File: src/rtl/mem_arbiter_pkg.sv
// Shared encodings for the unified-memory arbiter: FSM states, owner tags
// and the widths of the access counter and MEM streak counter.
package mem_arbiter_pkg;

  typedef enum logic [1:0] {
    ARB_IDLE = 2'd0,
    ARB_WAIT = 2'd1,
    ARB_ACK  = 2'd2
  } arb_state_e;

  typedef enum logic {
    OWN_IF  = 1'b0,
    OWN_MEM = 1'b1
  } owner_e;

  // Both LATENCY and MAX_STREAK are limited to 15, so 4 bits suffice.
  localparam int COUNT_W  = 4;
  localparam int STREAK_W = 4;

endpackage

File: src/rtl/mem_arbiter_priority.sv
// Combinational grant decision between IF and MEM, with the MEM-streak
// update that keeps IF from starving behind back-to-back data accesses.
module arb_priority
  import mem_arbiter_pkg::*;
#(
  parameter int MAX_STREAK = 4
) (
  input  logic                if_req,
  input  logic                mem_req,
  input  logic [STREAK_W-1:0] streak,
  output logic                grant_valid,
  output owner_e              grant_owner,
  output logic [STREAK_W-1:0] streak_next
);

  logic if_forced;

  always_comb begin
    if_forced   = if_req && (streak >= STREAK_W'(MAX_STREAK));
    grant_valid = if_req | mem_req;
    grant_owner = (mem_req && !if_forced) ? OWN_MEM : OWN_IF;
    streak_next = '0;
    // MEM can only beat a pending IF while streak < MAX_STREAK, so the
    // increment never overflows and saturates naturally.
    if (mem_req && !if_forced && if_req) begin
      streak_next = streak + STREAK_W'(1);
    end
  end

endmodule

File: src/rtl/mem_arbiter.sv
// Shares one fixed-latency single-ported memory between instruction fetch and
// data access: arbitrate in IDLE, issue and wait in WAIT, pulse the ack in ACK.
module mem_arbiter
  import mem_arbiter_pkg::*;
#(
  parameter int ADDR_WIDTH = 32,
  parameter int DATA_WIDTH = 32,
  parameter int LATENCY    = 2,
  parameter int MAX_STREAK = 4
) (
  input  logic                  clk,
  input  logic                  rst_n,
  input  logic                  if_req,
  input  logic [ADDR_WIDTH-1:0] if_addr,
  output logic                  if_ack,
  output logic [DATA_WIDTH-1:0] if_rdata,
  input  logic                  mem_ren,
  input  logic                  mem_wen,
  input  logic [ADDR_WIDTH-1:0] mem_addr,
  input  logic [DATA_WIDTH-1:0] mem_wdata,
  output logic                  mem_ack,
  output logic [DATA_WIDTH-1:0] mem_rdata,
  output logic                  ram_en,
  output logic                  ram_we,
  output logic [ADDR_WIDTH-1:0] ram_addr,
  output logic [DATA_WIDTH-1:0] ram_wdata,
  input  logic [DATA_WIDTH-1:0] ram_rdata,
  output logic                  stall_if,
  output logic                  stall_mem,
  output logic                  conflict
);

  arb_state_e            state_reg, state_next;
  logic [COUNT_W-1:0]    count_reg;
  logic [STREAK_W-1:0]   streak_reg, streak_next;
  owner_e                owner_reg, grant_owner;
  logic                  write_reg;
  logic                  grant_valid, grant_mem, mem_req, last_wait;
  logic                  ram_en_reg, ram_we_reg, conflict_reg;
  logic                  if_ack_reg, mem_ack_reg;
  logic [ADDR_WIDTH-1:0] ram_addr_reg;
  logic [DATA_WIDTH-1:0] ram_wdata_reg, if_rdata_reg, mem_rdata_reg;

  assign mem_req   = mem_ren | mem_wen;
  assign grant_mem = (grant_owner == OWN_MEM);
  assign last_wait = (count_reg == COUNT_W'(LATENCY));

  arb_priority #(.MAX_STREAK(MAX_STREAK)) u_prio (
    .if_req      (if_req),
    .mem_req     (mem_req),
    .streak      (streak_reg),
    .grant_valid (grant_valid),
    .grant_owner (grant_owner),
    .streak_next (streak_next)
  );

  always_comb begin
    state_next = state_reg;
    case (state_reg)
      ARB_IDLE: if (grant_valid) state_next = ARB_WAIT;
      ARB_WAIT: if (last_wait) state_next = ARB_ACK;
      ARB_ACK:  state_next = ARB_IDLE;
      default:  state_next = ARB_IDLE;
    endcase
  end

  always_ff @(posedge clk or negedge rst_n) begin
    if (!rst_n) state_reg <= ARB_IDLE;
    else        state_reg <= state_next;
  end

  always_ff @(posedge clk or negedge rst_n) begin
    if (!rst_n) begin
      count_reg     <= '0;
      streak_reg    <= '0;
      owner_reg     <= OWN_IF;
      write_reg     <= 1'b0;
      ram_en_reg    <= 1'b0;
      ram_we_reg    <= 1'b0;
      conflict_reg  <= 1'b0;
      if_ack_reg    <= 1'b0;
      mem_ack_reg   <= 1'b0;
      ram_addr_reg  <= '0;
      ram_wdata_reg <= '0;
      if_rdata_reg  <= '0;
      mem_rdata_reg <= '0;
    end else begin
      // Strobes and acks are single-cycle pulses unless re-armed below.
      ram_en_reg   <= 1'b0;
      ram_we_reg   <= 1'b0;
      conflict_reg <= 1'b0;
      if_ack_reg   <= 1'b0;
      mem_ack_reg  <= 1'b0;
      case (state_reg)
        ARB_IDLE: begin
          streak_reg <= streak_next;
          if (grant_valid) begin
            owner_reg     <= grant_owner;
            write_reg     <= grant_mem & mem_wen;
            ram_en_reg    <= 1'b1;
            ram_we_reg    <= grant_mem & mem_wen;
            conflict_reg  <= grant_mem & mem_ren & mem_wen;
            ram_addr_reg  <= grant_mem ? mem_addr : if_addr;
            ram_wdata_reg <= mem_wdata;
            count_reg     <= '0;
          end
        end
        ARB_WAIT: begin
          count_reg <= count_reg + COUNT_W'(1);
          if (last_wait) begin
            if_ack_reg  <= (owner_reg == OWN_IF);
            mem_ack_reg <= (owner_reg == OWN_MEM);
            if (!write_reg) begin
              if (owner_reg == OWN_MEM) mem_rdata_reg <= ram_rdata;
              else                      if_rdata_reg  <= ram_rdata;
            end
          end
        end
        default: ;
      endcase
    end
  end

  assign ram_en    = ram_en_reg;
  assign ram_we    = ram_we_reg;
  assign ram_addr  = ram_addr_reg;
  assign ram_wdata = ram_wdata_reg;
  assign conflict  = conflict_reg;
  assign if_ack    = if_ack_reg;
  assign mem_ack   = mem_ack_reg;
  assign if_rdata  = if_rdata_reg;
  assign mem_rdata = mem_rdata_reg;
  assign stall_if  = if_req & ~if_ack_reg;
  assign stall_mem = mem_req & ~mem_ack_reg;

endmodule

File: config.mk
export PLATFORM = sky130hd
export DESIGN_NAME = mem_arbiter
export DESIGN_NICKNAME = d
export VERILOG_FILES = /design/src/rtl/mem_arbiter_pkg.sv /design/src/rtl/mem_arbiter_priority.sv /design/src/rtl/mem_arbiter.sv
export SDC_FILE = /design/constraint.sdc
export NUM_CORES = 1
export LEC_CHECK = 0
export CORE_ASPECT_RATIO = 1.75
export CORE_MARGIN = 2
export CORE_UTILIZATION = 39
export CTS_BUF_LIST = sky130_fd_sc_hd__clkbuf_16
export DETAILED_ROUTE_END_ITERATION = 7
export HOLD_SLACK_MARGIN = 0.1
export PLACE_DENSITY = 0.76
export SYNTH_ARGS = -nofsm -noshare
export SYNTH_HDL_FRONTEND = slang
export SYNTH_SLANG_ARGS = --single-unit
File: constraint.sdc
create_clock -name clk -period 6.1 [get_ports clk]
set_input_delay 1.22 -clock clk [delete_from_list [all_inputs] [get_ports clk]]
set_output_delay 1.22 -clock clk [all_outputs]
set_load 0.02 [all_outputs]
; Yosys cells after proc, flatten, opt, wreduce, memory -nomap -nowiden
; Index checks and enable logic that the tools add are counted.
[classes]
addsub = 2
multipliers = 0
n_div = 0
order_cmp = 1
n_eq_ne = 4
shift = 0
mux = 18
bitwise = 11
reduce_logical = 11
[op_table]
columns = op, count
row1 = $mux W32, 1
row2 = $mux W1, 11
row3 = $add A4 B1 Y4 const B, 2
row4 = $mux W4, 2
row5 = $pmux W4 S2, 1
row6 = $reduce_and A4 Y1, 2
row7 = $reduce_and A2 Y1, 3
row8 = $and A1 B1 Y1, 5
row9 = $eq A4 B2 Y1 const B, 1
row10 = $ge A4 B3 Y1 const B, 1
row11 = $mux W2, 2
row12 = $ne A2 B2 Y1 const B, 2
row13 = $not A1 Y1, 4
row14 = $pmux W2 S2, 1
row15 = $logic_and A1 B1 Y1, 3
row16 = $eq A2 B1 Y1 const B, 1
row17 = $logic_not A2 Y1, 1
row18 = $or A1 B1 Y1, 2
row19 = $reduce_bool A2 Y1, 1
row20 = $logic_not A1 Y1, 1
[totals]
register_bits = 145
latchBits = 0
mem_bits_rw = 0
romBits = 0
input_bits = 133
out_inout_bits = 135
word_cells = 61
n_memories = 0

; Logic depth before layout (Yosys ltp)
[logic_depth]
ltp_word = 9
ltp_mapped = 7
depth_no_buf = 5

; Hierarchy
; From an unflattened synthesis, not the netlist that was laid out.
[unflattened]
hier_cells = 475
hier_area_um2 = 5953.2
[modules_own_cells]
columns = mod, n_inst, cells_per_inst, area_each_um2, seq_area_each_um2
row1 = mem_arbiter, 1, 465, 5878.1, 3628.5
row2 = arb_priority, 1, 10, 75.1, 0.0

; Least setup slack after synthesis
; OpenSTA, ideal clock, no wires.
[synth_timing]
kind = input to output
from = input mem_ren
to = output stall_mem
arrival_ns = 1.851
t_required_ns = 4.880
path_slack_ns = 3.029
stages = 3
path_buffers = 1
path_cell_list = nor2_1 > clkbuf_1 > nor2_1
[synth_between]
elab_chain_len = 2
[synth_rtl]
columns = element, line
row1 = start: declaration, mem_arbiter.sv:17  ; input logic mem_ren,
row2 = $or A1 B1 Y1, mem_arbiter.sv:44  ; assign mem_req = mem_ren | mem_wen;
row3 = $and A1 B1 Y1, mem_arbiter.sv:134  ; assign stall_mem = mem_req & ~mem_ack_reg;
row4 = end: declaration, mem_arbiter.sv:29  ; output logic stall_mem,
; Every way passes these cells.

; Worst setup path in the final report
[layout_timing]
from = input if_req
to = output stall_if
[layout_between]
elab_chain_len = 1
[layout_rtl]
columns = element, line
row1 = start: declaration, mem_arbiter.sv:13  ; input logic if_req,
row2 = $and A1 B1 Y1, mem_arbiter.sv:133  ; assign stall_if = if_req & ~if_ack_reg;
row3 = end: declaration, mem_arbiter.sv:28  ; output logic stall_if,
; Every way passes these cells.

==> metrics.cfg <==
[placement]
place_ws_ps = 2140
io_buffers = 267
hpwlAfterDp_mm = 11.9
gp_congestion = 0.807

[critical_path]
startpoint_type = input pin
r2r_start = state_reg[1]$_DFFE_PN0P_
end_kind = primary output
worstPathMaxFanout = 6
rr_endpoint = ram_wdata[15]$_DFFE_PN0P_
required_ps = 4880
crit_arrival_ps = 2590
worstSetupPathType = input pin to primary output
worstRegToRegCells = 5
reg2reg_setup_slack_ps = 3550

[final_layout]
nets = 851
utilization_pct = 62.4
n_antenna_cell = 0
mostFrequentLayoutCells = 266 x clkdlybuf4s50_1, 145 x dfrtp_1, 93 x mux2_2
layout-drive-gt1-share_pct = 19.2
layout_commonest_cell = clkdlybuf4s50_1
n_fill_cell = 1161
syn_to_final_growth_pct = 56.9

[clock_network]
clkTransAtPathRegs_ps = 60
clk_path_buf_depth = 2
cts_made_buffers = 17
worstSkewPairLatency_ps = 410
post_cts_buffers = 0
cts_sinks = 145
cts_tree = done
h-tree-depth = 4
holdBufCountCts = 0
cts_resized = 0
clockRootBuffer = clkbuf_16

[min_path]
hold_path_end = if_rdata[2]$_DFFE_PN0P_
worst_hold_path_type = register to register
min_from = if_rdata[2]$_DFFE_PN0P_
holdPathStages = 1

[global_routing]
grt_max_degree = 96
grt_pass1_wl_mm = 25.9
grt_pass1_vias = 5115
antenna_found_initial = 0
grt_use_total_pct = 19.8
grt_overflow = 0

[pwr]
leakagePower_nw = 3.83
ir_worst_vdd_mv = 0.280
power_density_mw_per_mm2 = 562

[logic_synthesis]
postSynthCellCount = 457
ys_async_sr_fraction_pct = 100
synth_nets = 593
yosys_warnings = 0
synth_seq_cells = 145
synth_edf_count = 0
syn_area_mm2 = 0.00593
ys.flop_type = dfrtp_1
synth_cell_type_count = 37
synth_area_per_cell_um2 = 13.0
ys_seq_area_share_pct = 61.2

[sta]
finalCritPeriodShare_pct = 62.5
holdWs_ps = 494
finalCriticalPeriod_ps = 3810
relSlewSlack_pct = 18.3
tns_ps = 0
timing.final.ws_setup_ps = 2290
hold_viol_final = 0
slew_viol_final = 0
max_freq_mhz = 262
worst_slew_pin_slew_ps = 1220
rsz0062_at_grt = false
setup_violations = 0
finClkSkew_ps = 13.2

[die]
pin_count = 268
rows = 59
dieWidth_um = 97.2
fp.dieH_um = 167
start_util_pct = 39.8
die-area_mm2 = 0.0163
fp.coreArea_mm2 = 0.0149

[job]
drv_cap = 0

[route]
drc = 0
ant_nets = 0
via_per_inst = 5.23
first_pass_iters = 4
dr_total_vias = 4760
totalWireLength_mm = 16.4
drt_iter0_drc = 109
wl_per_cell_um = 18.0

[outcome]
status = completed

==> kinds of logic (layout without fill, tap and decap cells) <==
family	after synthesis	after routing	share of synthesized area, %
flip-flops	145	145	61.2
buffers and inverters	37	308	3.40
AO/OA/AOI/OAI	108	108	10.1
XOR/XNOR	1	1	0.148
adder cells (fa/ha/maj)	3	3	0.633
AND/OR/NAND/NOR	67	67	6.37
multiplexers	96	96	18.2
==> through the flow <==
stage	total power [W]	instance area, um2	cells
floorplan	0.00300	5930	457
global placement	0.00411	8700	879
detailed placement	0.00420	8700	879
CTS	0.00528	9310	911
global route	0.00549	9310	911
finish	0.00523	9310	911
==> worst max path at each step <==
| stage | slack [ps] | end | depth (start not counted) | from |
|---|---|---|---|---|
| 6_report | 2290 | stall_if | 3 | if_req |
| 5_1_grt | 2220 | stall_mem | 4 | mem_ren |
| 4_1_cts | 2260 | stall_if | 3 | if_req |
| 3_5_place_dp | 2140 | ram_wdata[15]$_DFFE_PN0P_ | 6 | if_req |
| 3_3_place_gp | 2190 | ram_wdata[22]$_DFFE_PN0P_ | 6 | if_req |
| 2_1_floorplan | 3030 | stall_mem | 3 | mem_ren |
==> power by group <==
group	internal, W	switching, W
Sequential	0.00144	0.000280
Clock	0.000649	0.000415
Combinational	0.00126	0.00119
Total	0.00334	0.00189
==> synthesized netlist by cell type, types with 2 or more instances <==
cell type    n  area share, %
nand3b_1     2           0.25
clkbuf_1    20            1.3
a21oi_1     32            2.7
or3_1        2           0.21
or2_2        2           0.21
nor2b_1      2           0.21
dfrtp_1    145             61
nand2_1      5           0.32
nand3_1     34            2.9
nor3_1       4           0.34
buf_2        8           0.67
a21o_1       2           0.25
nor2_1       4           0.25
mux2_2      93             18
a31oi_1     32            3.4
and3_1       3           0.32
ha_1         3           0.63
o21ai_0     37            3.1
buf_6        7            1.3
mux2_1       3           0.57
==> layer usage <==
metal  up-vias  GRT usage (%)  wire length [um]
met4         0           7.79               391
met3        23           5.13              1080
met5         -              0                 0
li1       2178              -                 -
met2       223           37.0              9030
met1      2336           21.2              5890
==> critical path, stage by stage <==
cell and delay, ps:
clkdlybuf4s50_1 610, nor2b_1 160, clkdlybuf4s50_1 600
==> cell type report <==
class                   instances  area (um2)  share of cell area, %
well taps                     183         229                   2.46
flip-flops and latches        145        3630                   39.0
clock inverters                15         183                   1.96
repair buffers                274        2730                   29.3
clock buffers                  17         425                   4.57
inverters                       2        7.51                 0.0807
multi-input cells             275        2110                   22.7
No activity file was read; power rests on OpenSTA's default activity.
